$ cat config.mk
export PLATFORM = sky130hd
export DESIGN_NAME = router_src_arbiter_flat
export DESIGN_NICKNAME = d
export VERILOG_FILES = /design/src/rtl/router_src_arbiter_if.sv /design/src/rtl/router_src_arbiter.sv /design/src/flat_wrapper.sv
export SDC_FILE = /design/constraint.sdc
export NUM_CORES = 1
export LEC_CHECK = 0
export CAP_MARGIN = 20
export CORE_ASPECT_RATIO = 0.5
export CORE_UTILIZATION = 40
export DETAILED_ROUTE_END_ITERATION = 6
export GPL_ROUTABILITY_DRIVEN = 0
export PLACE_DENSITY = 0.68
export SETUP_SLACK_MARGIN = 0.02
export SLEW_MARGIN = 20
export SYNTH_ARGS = -nofsm -noshare
export SYNTH_HDL_FRONTEND = slang
export SYNTH_SLANG_ARGS = --single-unit
$ cat constraint.sdc
create_clock -name clock -period 2.5 [get_ports clock]
set_input_delay 0.5 -clock clock [delete_from_list [all_inputs] [get_ports clock]]
set_output_delay 0.5 -clock clock [all_outputs]
set_load 0.005 [all_outputs]
$ cat src/rtl/router_src_arbiter_if.sv
// Source-side and router-side signals shared between N_SRC packet sources and router_top.
// master = sources plus router (stimulus side); slave = the arbiter.
interface router_src_arbiter_if #(
  parameter int N_SRC = 3
);
  logic [N_SRC-1:0]   src_req;
  logic [N_SRC-1:0]   src_pkt_valid;
  logic [8*N_SRC-1:0] src_data;
  logic [N_SRC-1:0]   src_grant;
  logic [N_SRC-1:0]   src_busy;
  logic               busy;
  logic               pkt_valid;
  logic [7:0]         data_in;

  modport master (
    output src_req, src_pkt_valid, src_data, busy,
    input  src_grant, src_busy, pkt_valid, data_in
  );

  modport slave (
    input  src_req, src_pkt_valid, src_data, busy,
    output src_grant, src_busy, pkt_valid, data_in
  );
endinterface

$ cat src/rtl/router_src_arbiter.sv
// Round-robin, packet-granular arbiter sharing one router_top input port among N_SRC sources.
//   state | meaning
//   IDLE  | no grant; pick next requester at/after rr pointer
//   GRANT | source granted, waiting for its header (start timeout running)
//   XFER  | forwarding header/payload until the parity byte is accepted
//   GAP   | enforced idle cycles between packets (also after a timeout)
module router_src_arbiter #(
  parameter int N_SRC         = 3,
  parameter int GAP_CYCLES    = 2,
  parameter int START_TIMEOUT = 16
) (
  input  logic                   clock,
  input  logic                   resetn,
  router_src_arbiter_if.slave    bus,
  output logic                   timeout_err,
  output logic [7:0]             pkt_count
);

  localparam int IW = $clog2(N_SRC);
  localparam logic [7:0] TMO_LAST = 8'(START_TIMEOUT - 1);
  localparam logic [3:0] GAP_LAST = 4'(GAP_CYCLES - 1);

  typedef enum logic [1:0] {
    IDLE  = 2'd0,
    GRANT = 2'd1,
    XFER  = 2'd2,
    GAP   = 2'd3
  } state_t;

  state_t           state;
  logic [N_SRC-1:0] grant;
  logic [IW-1:0]    gidx;
  logic [IW-1:0]    rr_ptr;
  logic [7:0]       tmo_cnt;
  logic [3:0]       gap_cnt;

  logic             pick_vld;
  logic [IW-1:0]    pick_idx;
  logic             any_grant;
  logic             cur_valid;

  function automatic logic [IW-1:0] next_idx(input logic [IW-1:0] a, input int unsigned k);
    int unsigned s;
    s = 32'(a) + k;
    if (s >= 32'(N_SRC)) s = s - 32'(N_SRC);
    return s[IW-1:0];
  endfunction

  // Descending scan so the smallest offset from rr_ptr wins.
  always_comb begin
    pick_vld = 1'b0;
    pick_idx = '0;
    for (int k = N_SRC - 1; k >= 0; k--) begin
      if (bus.src_req[next_idx(rr_ptr, unsigned'(k))]) begin
        pick_vld = 1'b1;
        pick_idx = next_idx(rr_ptr, unsigned'(k));
      end
    end
  end

  assign any_grant     = |grant;
  assign cur_valid     = bus.src_pkt_valid[gidx];
  assign bus.src_grant = grant;
  assign bus.src_busy  = {N_SRC{bus.busy}} & grant;
  assign bus.pkt_valid = any_grant & cur_valid;
  assign bus.data_in   = any_grant ? bus.src_data[{gidx, 3'b000} +: 8] : 8'h00;

  always_ff @(posedge clock) begin
    if (!resetn) begin
      state       <= IDLE;
      grant       <= '0;
      gidx        <= '0;
      rr_ptr      <= '0;
      tmo_cnt     <= '0;
      gap_cnt     <= '0;
      timeout_err <= 1'b0;
      pkt_count   <= '0;
    end else begin
      timeout_err <= 1'b0;
      case (state)
        IDLE: begin
          if (pick_vld) begin
            grant   <= {{(N_SRC-1){1'b0}}, 1'b1} << pick_idx;
            gidx    <= pick_idx;
            rr_ptr  <= next_idx(pick_idx, 1);
            tmo_cnt <= '0;
            state   <= GRANT;
          end
        end
        GRANT: begin
          if (cur_valid && !bus.busy) begin
            state <= XFER;
          end else if (tmo_cnt == TMO_LAST) begin
            grant       <= '0;
            timeout_err <= 1'b1;
            gap_cnt     <= '0;
            state       <= GAP;
          end else begin
            tmo_cnt <= tmo_cnt + 8'd1;
          end
        end
        XFER: begin
          // pkt_valid low with the router ready marks the parity byte being taken.
          if (!cur_valid && !bus.busy) begin
            pkt_count <= pkt_count + 8'd1;
            grant     <= '0;
            gap_cnt   <= '0;
            state     <= GAP;
          end
        end
        GAP: begin
          if (gap_cnt == GAP_LAST) state <= IDLE;
          else                     gap_cnt <= gap_cnt + 4'd1;
        end
        default: state <= IDLE;
      endcase
    end
  end

endmodule
$ cat src/flat_wrapper.sv
// flat-port wrapper written by rule: the top's interface ports become plain ports
module router_src_arbiter_flat 
#(
  parameter int N_SRC         = 3,
  parameter int GAP_CYCLES    = 2,
  parameter int START_TIMEOUT = 16
)
  (clock, resetn, timeout_err, pkt_count, bus_src_req, bus_src_pkt_valid, bus_src_data, bus_busy, bus_src_grant, bus_src_busy, bus_pkt_valid, bus_data_in);
  router_src_arbiter_if #(.N_SRC(N_SRC)) bus_i ();
  input  logic clock;
  input  logic resetn;
  output logic timeout_err;
  output logic [7:0] pkt_count;
  input wire logic [$bits(bus_i.src_req)-1:0] bus_src_req;
  input wire logic [$bits(bus_i.src_pkt_valid)-1:0] bus_src_pkt_valid;
  input wire logic [$bits(bus_i.src_data)-1:0] bus_src_data;
  input wire logic [$bits(bus_i.busy)-1:0] bus_busy;
  output wire logic [$bits(bus_i.src_grant)-1:0] bus_src_grant;
  output wire logic [$bits(bus_i.src_busy)-1:0] bus_src_busy;
  output wire logic [$bits(bus_i.pkt_valid)-1:0] bus_pkt_valid;
  output wire logic [$bits(bus_i.data_in)-1:0] bus_data_in;
  assign bus_i.src_req = bus_src_req;
  assign bus_i.src_pkt_valid = bus_src_pkt_valid;
  assign bus_i.src_data = bus_src_data;
  assign bus_i.busy = bus_busy;
  assign bus_src_grant = bus_i.src_grant;
  assign bus_src_busy = bus_i.src_busy;
  assign bus_pkt_valid = bus_i.pkt_valid;
  assign bus_data_in = bus_i.data_in;
  router_src_arbiter #(.N_SRC(N_SRC), .GAP_CYCLES(GAP_CYCLES), .START_TIMEOUT(START_TIMEOUT)) u_core (.clock(clock), .resetn(resetn), .bus(bus_i), .timeout_err(timeout_err), .pkt_count(pkt_count));
endmodule
Yosys cells after proc, flatten, opt, wreduce, memory -nomap -nowiden
Index checks and enable logic that the tools add are counted.
W data, S select, Z words.
{"block": "totals", "regBits": 30, "output_inout_bits": 24}
{"block": "op_classes", "addsub": 10, "magnitude_cmp": 8, "n_eq_ne": 13, "shift": 2, "mux": 40, "n_bitwise": 4, "n_reduce_logical": 16}
{"operator": "$mux W8", "count": 4}
{"operator": "$mux W2", "count": 12}
{"operator": "$shiftx A24 B6 Y8", "count": 1}
{"operator": "$add A8 B1 Y8 const B", "count": 2}
{"operator": "$mux W4", "count": 4}
{"operator": "$pmux W8 S2", "count": 1}
{"operator": "$lt A2 B3 Y1 const B", "count": 4}
{"operator": "$mux W3", "count": 4}
{"operator": "$pmux W4 S3", "count": 1}
{"operator": "$reduce_and A5 Y1", "count": 2}
{"operator": "$ge A3 B2 Y1 const B", "count": 3}
{"operator": "$pmux W3 S3", "count": 1}
{"operator": "$bmux W1 S2", "count": 4}
{"operator": "$eq A8 B4 Y1 const B", "count": 1}
{"operator": "$mux W1", "count": 8}
{"operator": "$ne A2 B1 Y1 const B", "count": 4}
{"operator": "$pmux W2 S4", "count": 1}
{"operator": "$reduce_and A4 Y1", "count": 2}
{"operator": "$sub A2 B2 Y2 const B", "count": 4}
{"operator": "$add A2 B1 Y3 const B", "count": 2}
{"operator": "$ne A2 B2 Y1 const B", "count": 3}
{"operator": "$reduce_bool A3 Y1", "count": 2}
{"operator": "$reduce_or A3 Y1", "count": 2}
{"operator": "$add A4 B1 Y4 const B", "count": 1}
{"operator": "15 further kinds", "count": 20}

Longest topological paths before layout
Gate-level depths: netlist (run 1).
{"block": "logic_depth", "depth_word": 11, "mapped_depth": 11, "mapped_depth_nobuf": 10}

Least setup slack after synthesis (run 1)
OpenSTA, ideal clock, no wires.
{"block": "synth_timing", "path_kind": "flip-flop to flip-flop", "start": "register u_core.rr_ptr[1]", "end": "register u_core.state[0]", "arrival_ps": 1913, "setup_slack_ps": 496, "stages_incl_launch_ff": 10, "n_path_buf": 2, "period_less_slack_ps": 2004, "cell_sequence": "dfxtp_1 > inv_1 > ha_1 > buf_2 > a22o_1 > a211o_1 > a21boi_1 > buf_2 > nor2_1 > a311oi_1"}
{"block": "synth_via", "elab_chain_cells": 10, "elab_cells_between_ends": 22, "cone_classes": "5 x add/sub; 3 x order compare; 1 x eq/ne; 12 x mux; 1 x reduce/logical"}
{"item": "start, declared", "line_no": "router_src_arbiter.sv:33", "rtl": "logic [IW-1:0] rr_ptr;"}
{"item": "start signal, assigned", "line_no": "router_src_arbiter.sv:85", "rtl": "rr_ptr <= next_idx(pick_idx, 1);"}
{"item": "$add A2 B2 Y3", "line_no": "router_src_arbiter.sv:44", "rtl": "s = 32'(a) + k;"}
{"item": "$ge A3 B2 Y1 or $sub A2 B2 Y2 (tied branches)", "line_no": "router_src_arbiter.sv:45", "rtl": "if (s >= 32'(N_SRC)) s = s - 32'(N_SRC);"}
{"item": "$mux W2", "line_no": "router_src_arbiter.sv:45"}
{"item": "$bmux W1 S2", "line_no": "router_src_arbiter.sv:54", "rtl": "if (bus.src_req[next_idx(rr_ptr, unsigned'(k))]) begin"}
{"item": "$mux W1 (implied by the code)", "line_no": "router_src_arbiter.sv:54"}
{"item": "$mux W1 (2 in series)", "line_no": "router_src_arbiter.sv:54"}
{"item": "$mux W1 (*)", "line_no": "router_src_arbiter.sv:54"}
{"item": "$ne A2 B1 Y1 (no line) (*)"}
{"item": "$reduce_and A4 Y1 (no line) (*)"}
{"item": "end signal, assigned", "line_no": "router_src_arbiter.sv:70", "rtl": "state <= IDLE;"}
{"item": "end signal, assigned", "line_no": "router_src_arbiter.sv:87", "rtl": "state <= GRANT;"}
{"item": "end signal, assigned", "line_no": "router_src_arbiter.sv:92", "rtl": "state <= XFER;"}
{"item": "end, declared", "line_no": "router_src_arbiter.sv:30", "rtl": "state_t state;"}
Every way passes the cells marked *; elsewhere a longest branch is shown, timed or not. The select of a mux whose other input is x is not followed.
A chain may end at the register's enable or synchronous reset.

Final worst setup path (run 1)
{"block": "layout_timing", "start": "input port bus_src_pkt_valid[0]", "end": "output port bus_pkt_valid"}
{"block": "layout_via", "elab_chain_cells": 3}
{"item": "start, declared", "line_no": "flat_wrapper.sv:15", "rtl": "input wire logic [$bits(bus_i.src_pkt_valid)-1:0] bus_src_pkt_valid;"}
{"item": "$bmux W1 S2", "line_no": "router_src_arbiter.sv:62", "rtl": "assign cur_valid = bus.src_pkt_valid[gidx];"}
{"item": "$mux W1 (implied by the code)", "line_no": "router_src_arbiter.sv:62"}
{"item": "$and A1 B1 Y1", "line_no": "router_src_arbiter.sv:65", "rtl": "assign bus.pkt_valid = any_grant & cur_valid;"}
{"item": "end, declared", "line_no": "flat_wrapper.sv:20", "rtl": "output wire logic [$bits(bus_i.pkt_valid)-1:0] bus_pkt_valid;"}
Every way passes these cells. The select of a mux whose other input is x is not followed.

==> results.md, run 1 <==
* Total grt overflow at 0
* Layout cells sized above 1 at 10.5%
* Final Cell Area at 0.00297 sq mm
* Arr. time, crit path at 1.85 ns
* Vias in the first global route at 1,944
* Worst hold path depth at 2
* Worst min-delay path endpoint: u_core.tmo_cnt[1]
* Sequential-to-total area share from yosys stat at 28.0%
* Nets@finish at 380
* Initial core utilization at 42.5%
* Gr usage total at 19.2%
* Crit-path most repeated cell: clkdlybuf4s50_1
* Cell Area, Synth at 0.00214 sq mm
* Setup bufs post-CTS at 0
* Largest stage delay, worst path at 0.50 ns
* Setup Viol. Count Final at 0
* Met2 WL at 2490 um
* Via count at 2,163
* CP Capture Type: output pin
* Syn. warnings at 0
* Synth unique cells at 57
* Unrepaired setup endpoints after global routing: false
* Met3 wire len at 293 um
* Iter 0 DRT Violations at 67
* Cells after synthesis at 266
* Most frequent cells in the layout: 56 x clkdlybuf4s50_1, 34 x nor2_1, 30 x dfxtp_1, 20 x a21oi_1
* Core ar. at 0.00504 sq mm
* Sw Ratio at 40.3%
* Fin. Hold Viols at 0
* Seq cells post-synth at 30
* CP Class: input pin to output pin
* Reg2reg path depth at 8
* FF-to-FF Start: u_core.rr_ptr[1]
* Row count at 18
* Fmax achieved at 0.425 GHz
* Clock buffer count from CTS at 5
* Worst-Margin Slew at 0.809 ns
* Internal power at 0.00173 W
* Synth Area in Compound Gates at 24.6%
* # IOs at 57
* R2r endpoint: u_core.state[0]
* Hold path start: u_core.tmo_cnt[1]
* Syn avg cell area at 8.06 sq um
* Final Max Slew Viols at 0
* Post-DRT Antenna Nets at 0
* Status: finished clean
* XOR/XNOR Fraction of Synth Area at 1.63%
* Setup Skew at 0.00897 ns
* Hold_ws at 0.502 ns
* PortBufs at 56
* Largest net degree at the start of global routing at 23
* Reg clk slew, reported paths at 0.07 ns
* Drt total wl at 5450 um
* Peak supply drop at 0.468 mV
* Post-Synth Simple-Gate Area at 25.7%
* Critical Path RT at 2.00 ns
* PwrDens at 974 mW/mm^2
* Largest family of logic cells by synthesized area: simple AND/OR/NAND/NOR gates
* Number of flops mapped to enable cells by yosys at 0
* Die Ht at 53.8 um
* First-pass GRT wire length at 8560 um
* Top cell type's share of synthesized area at 28.0%
* Layout area overhead at 38.6%
* Root Buffer Master: clkbuf_8
* Top FF cell, synth: dfxtp_1
* Leak at 1.10 nW
* Top layer in use: met4
* TritonCTS clock tree: done
* DRT met1 WL at 2630 um
* Initial DRT Pass Iterations at 4
* HPWL after DPL at 4150 um
* Die ar. at 0.00567 sq mm
* Gate power share at 61.8%
* Avg WL per Cell at 13.5 um
* Syn Nets at 314
* Synth area leader: dfxtp_1
* Antenna cell count at 0
* Adder-Cell Fraction of Synth Area at 8.76%
* HP Class: register to register
* Antenna violations before repair at 0
* Psw at 0.00117 W
* Asr flop ratio synth at 0%
* Max-Cap Viols at 0
* R2R setup slack at 0.22 ns
* # H-tree levels at 2
* Top post-synthesis cells by area: dfxtp_1 28%, ha_1 8.8%, nor2_1 6.0%
* Via/cell ratio at 5.37
* Final min period at 2.35 ns
* CP startpoint kind: input pin
* Worst path cell trace: clkdlybuf4s50_1 -> mux2i_2 -> o21a_1 -> nor2_1 -> clkdlybuf4s50_1
* # DRC at 0
* Clock power share at 17.0%
* Die width at 106 um
* Final period utilization at 94.2%
* Commonest non-fill, non-tap cell in the layout: clkdlybuf4s50_1
* Dpl cell area at 0.00285 sq mm
* Mux share of post-synthesis cell area at 6.77%
* CP max-delay cell: clkdlybuf4s50_1
* CTS sink cnt at 30
* Longest Clk Path Bufs at 2
* Worst skew pair latency at 0.29 ns
* CP Max Fanout at 4
* Seq pwr share at 21.1%
* Max transition margin at 46.0%
==> sequential cells by signal, indices dropped and copies added (netlist names) <==
signal,flops
u_core.tmo_cnt,8
u_core.timeout_err,1
u_core.pkt_count,8
u_core.gidx,2
u_core.bus.src_grant,3
u_core.state,2
u_core.rr_ptr,2
u_core.gap_cnt,4
==> worst max-delay path, delay by kind of cell <==
| family | cells | cell delay (ns) |
|---|---|---|
| muxes | 1 | 0.10 |
| and+or+nand+nor | 1 | 0.09 |
| AOI/OAI and AO/OA | 1 | 0.20 |
| buffers and inverters | 2 | 0.97 |
==> worst max-delay path by stage <==
| stage | startpoint | to | slack, ns |
|---|---|---|---|
| floorplan | u_core.rr_ptr[1] | u_core.state[0] | 0.50 |
| global placement | bus_src_pkt_valid[1] | u_core.state[0] | 0.06 |
| detailed placement | bus_src_pkt_valid[1] | u_core.state[0] | -0.06 |
| CTS | u_core.gidx[1] | bus_data_in[0] | 0.1 |
| global route | u_core.gidx[1] | bus_data_in[2] | 0.03 |
| finish | bus_src_pkt_valid[0] | bus_pkt_valid | 0.15 |
==> cells by family after synthesis <==
family,count (synthesis)
mux,14
buf+inv,24
simple gates,103
compound gates,76
flops,30
fa+ha+maj,15
xor+xnor,4
==> synthesized netlist by cell type, drive strengths merged, types with 2 or more instances <==
cell type	count
a211oi	6
a21boi	2
a21oi	20
and2	7
buf	4
clkbuf	7
dfxtp	30
ha	15
inv	13
mux2i	13
nand2	15
nand2b	4
nand3	6
nand3b	7
nand4	3
nor2	35
nor2b	5
nor3	7
nor3b	2
o211ai	4
o21a	2
o21ai	15
o22ai	2
o311ai	7
o31ai	2
o32ai	2
o41ai	3
or2b	4
or3	4
xnor2	2
xor2	2
==> area by class of cell <==
| cell class | count | area, sq um |
|---|---|---|
| clock buffers | 5 | 68.8 |
| clock inverters | 3 | 40.0 |
| fillers | 465 | 2070 |
| inverters | 13 | 48.8 |
| multi-input cells | 212 | 1460 |
| flip-flops and latches | 30 | 601 |
| well taps | 70 | 87.6 |
| repair buffers | 70 | 666 |
==> power groups by stage <==
stage	sequential (W)	clock [W]	combinational, W
3_3_place_gp	0.000620	0	0.00173
6_report	0.000612	0.000493	0.00179
3_5_place_dp	0.000622	0	0.00176
5_1_grt	0.000623	0.000523	0.00196
4_1_cts	0.000611	0.000502	0.00178
2_1_floorplan	0.000607	0	0.00110
==> per-stage QoR <==
step | power, W | cells | TNS (ns) | utilization (%) | worst slack (ns)
finish | 0.00289 | 403 | 0 | 58.9 | 0.145
global placement | 0.00235 | 395 | 0 | 56.5 | 0.0579
CTS | 0.00289 | 403 | 0 | 58.7 | 0.0996
detailed placement | 0.00238 | 395 | -0.0551 | 56.5 | -0.0551
floorplan | 0.00171 | 266 | 0 | - | 0.496
global route | 0.00311 | 403 | 0 | 58.9 | 0.0279
==> routing by layer <==
| metal | vias up | track usage, % |
|---|---|---|
| met1 | 1001 | 23.7 |
| li1 | 1102 | - |
| met2 | 55 | 34.9 |
| met3 | 5 | 4.60 |
| met5 | - | 0 |
| met4 | 0 | 4.86 |
==> repair_timing <==
item | CTS | global route
endpoints found under the setup margin | 8 | 5
resized for setup | 1 | 2
hold buffers | 0 | 0
Note: power is estimated with default switching activity, not from simulation.
==> run 2: changes to the inputs <==
--- a/config.mk
+++ b/config.mk
@@ -7,10 +7,9 @@
 export LEC_CHECK = 0
 export CAP_MARGIN = 20
 export CORE_ASPECT_RATIO = 0.5
-export CORE_UTILIZATION = 40
+export CORE_UTILIZATION = 30
 export DETAILED_ROUTE_END_ITERATION = 6
 export GPL_ROUTABILITY_DRIVEN = 0
-export PLACE_DENSITY = 0.68
 export SETUP_SLACK_MARGIN = 0.02
 export SLEW_MARGIN = 20
 export SYNTH_ARGS = -nofsm -noshare
==> results.md, run 2 (synthesis results as in run 1) <==
* Drt total wl at 5440 um
* # IOs at 57
* Placed Cells at 417
* Hold path start: u_core.bus.src_grant[2]
* Fmax achieved at 0.426 GHz
* CP startpoint kind: input pin
* HPWL after DPL at 4110 um
* Internal power at 0.00181 W
* Setup Skew at 0.00302 ns
* Final core occ at 44.5%
* Initial DRT Pass Iterations at 4
* Layout cells sized above 1 at 10.2%
* Fin. Hold Viols at 0
* Max transition margin at 61.1%
* Die Ht at 61.8 um
* Reg clk slew, reported paths at 0.05 ns
* CTS sink cnt at 30
* Peak supply drop at 0.447 mV
* CP Capture Type: output pin
* TritonCTS clock tree: done
* Initial core utilization at 31.5%
* CP Max Fanout at 4
* Worst-Margin Slew at 0.574 ns
* Met2 WL at 2630 um
* # DRC at 0
* Final period utilization at 93.9%
* Post-DRT Antenna Nets at 0
* Longest Clk Path Bufs at 2
* DRT met1 WL at 2560 um
* Iter 0 DRT Violations at 74
* Root Buffer Master: clkbuf_16
* Worst skew pair latency at 0.27 ns
* Final Max Slew Viols at 0
* Antenna violations before repair at 0
* Largest regs: u_core.pkt_count (8), u_core.tmo_cnt (8), u_core.gap_cnt (4)
* Layout Cells excl Fill at 425
* Gr usage total at 15.3%
* Psw at 0.00117 W
* Via/cell ratio at 5.10
* # H-tree levels at 2
* Gate power share at 59.1%
* Sw Ratio at 39.2%
* CP Class: input pin to output pin
* Most frequent cells in the layout: 56 x clkdlybuf4s50_1, 34 x nor2_1, 29 x dfxtp_1, 20 x a21oi_1
* Seq pwr share at 20.9%
* Status: finished clean
* PwrDens at 985 mW/mm^2
* Arr. time, crit path at 1.85 ns
* Total grt overflow at 0
* Critical Path RT at 2.00 ns
* Clock power share at 20.0%
* Met3 wire len at 224 um
* Avg WL per Cell at 12.8 um
* Core ar. at 0.00681 sq mm
* Final min period at 2.35 ns
* First-pass GRT wire length at 9080 um
* Setup bufs post-CTS at 0
* Vias in the first global route at 2,005
* Clock buffer count from CTS at 5
* Leak at 1.11 nW
* Largest net degree at the start of global routing at 20
* Setup TNS at 0 ns
* Unrepaired setup endpoints after global routing: false
* Setup Viol. Count Final at 0
* FF-to-FF Start: u_core.rr_ptr[0]
* Max-Cap Viols at 0
* PortBufs at 56
* HP Class: register to register
* Commonest non-fill, non-tap cell in the layout: clkdlybuf4s50_1
* Critical path launch point: bus_src_pkt_valid[0]
* Layout area overhead at 41.3%
* Nets@finish at 380
* Fill cells at 667
* Die width at 122 um
* Top layer in use: met4
* Via count at 2,166
* Die ar. at 0.00751 sq mm
* Row count at 21
* Antenna cell count at 0
[run 2: timing repair]
item | CTS | global route
resized for setup | 0 | 2
endpoints found under the setup margin | 0 | 8
hold buffers | 0 | 0
[run 2: worst paths after layout]
| path | depth (start not counted) | to | slack (ns) |
|---|---|---|---|
| worst min register to register | 2 | u_core.bus.src_grant[2] | 0.49 |
| worst min-delay path | 2 | u_core.bus.src_grant[2] | 0.49 |
| worst max register to register | 8 | u_core.state[0] | 0.31 |
| worst max-delay path | 5 | bus_pkt_valid | 0.15 |
[run 2: critical path, cell delays in order]
cell             delay [ns]
clkdlybuf4s50_1        0.47
mux2i_2                0.10
o21a_1                 0.19
nor2_1                 0.08
clkdlybuf4s50_1        0.50
[run 2: layout make-up]
cell class | count | area (sq um) | share of cell area [%]
multi-input combinational | 212 | 1450 | 47.9
clock inverter | 1 | 5.00 | 0.165
clock buffer | 7 | 143 | 4.71
tap | 92 | 115 | 3.80
timing repair buffer | 70 | 666 | 22.0
sequential | 30 | 602 | 19.9
inverter | 13 | 48.8 | 1.61
[run 2: routing by layer]
layer  vias up  track usage [%]
met5         -                0
met4         0             3.70
met3         4             4.01
met2        49             27.7
met1      1008             18.7
li1       1105                -
[run 2: power groups by stage]
stage	registers (W)	clock network [W]	logic, W
2_1_floorplan	0.000607	0	0.00110
3_3_place_gp	0.000626	0	0.00172
3_5_place_dp	0.000629	0	0.00175
4_1_cts	0.000620	0.000603	0.00177
5_1_grt	0.000634	0.000632	0.00195
6_report	0.000623	0.000596	0.00176
[run 2: through the flow]
step	total power (W)	hold slack [ns]	cell area (sq um)	setup WS, ns
detailed placement	0.00238	0.479	2880	-0.100
finish	0.00298	0.487	3030	0.152
global placement	0.00235	0.472	2880	-0.0194
floorplan	0.00171	0.458	2140	0.496
CTS	0.00299	0.486	3030	0.0782
global route	0.00322	0.509	3030	0.0376
==> run 3: changes to the inputs <==
--- a/config.mk
+++ b/config.mk
@@ -5,7 +5,6 @@
 export SDC_FILE = /design/constraint.sdc
 export NUM_CORES = 1
 export LEC_CHECK = 0
-export CAP_MARGIN = 20
 export CORE_ASPECT_RATIO = 0.5
 export CORE_UTILIZATION = 30
 export DETAILED_ROUTE_END_ITERATION = 6
==> results of run 3 <==
No change in the layout: final DEF, timing and power equal those of run 2.
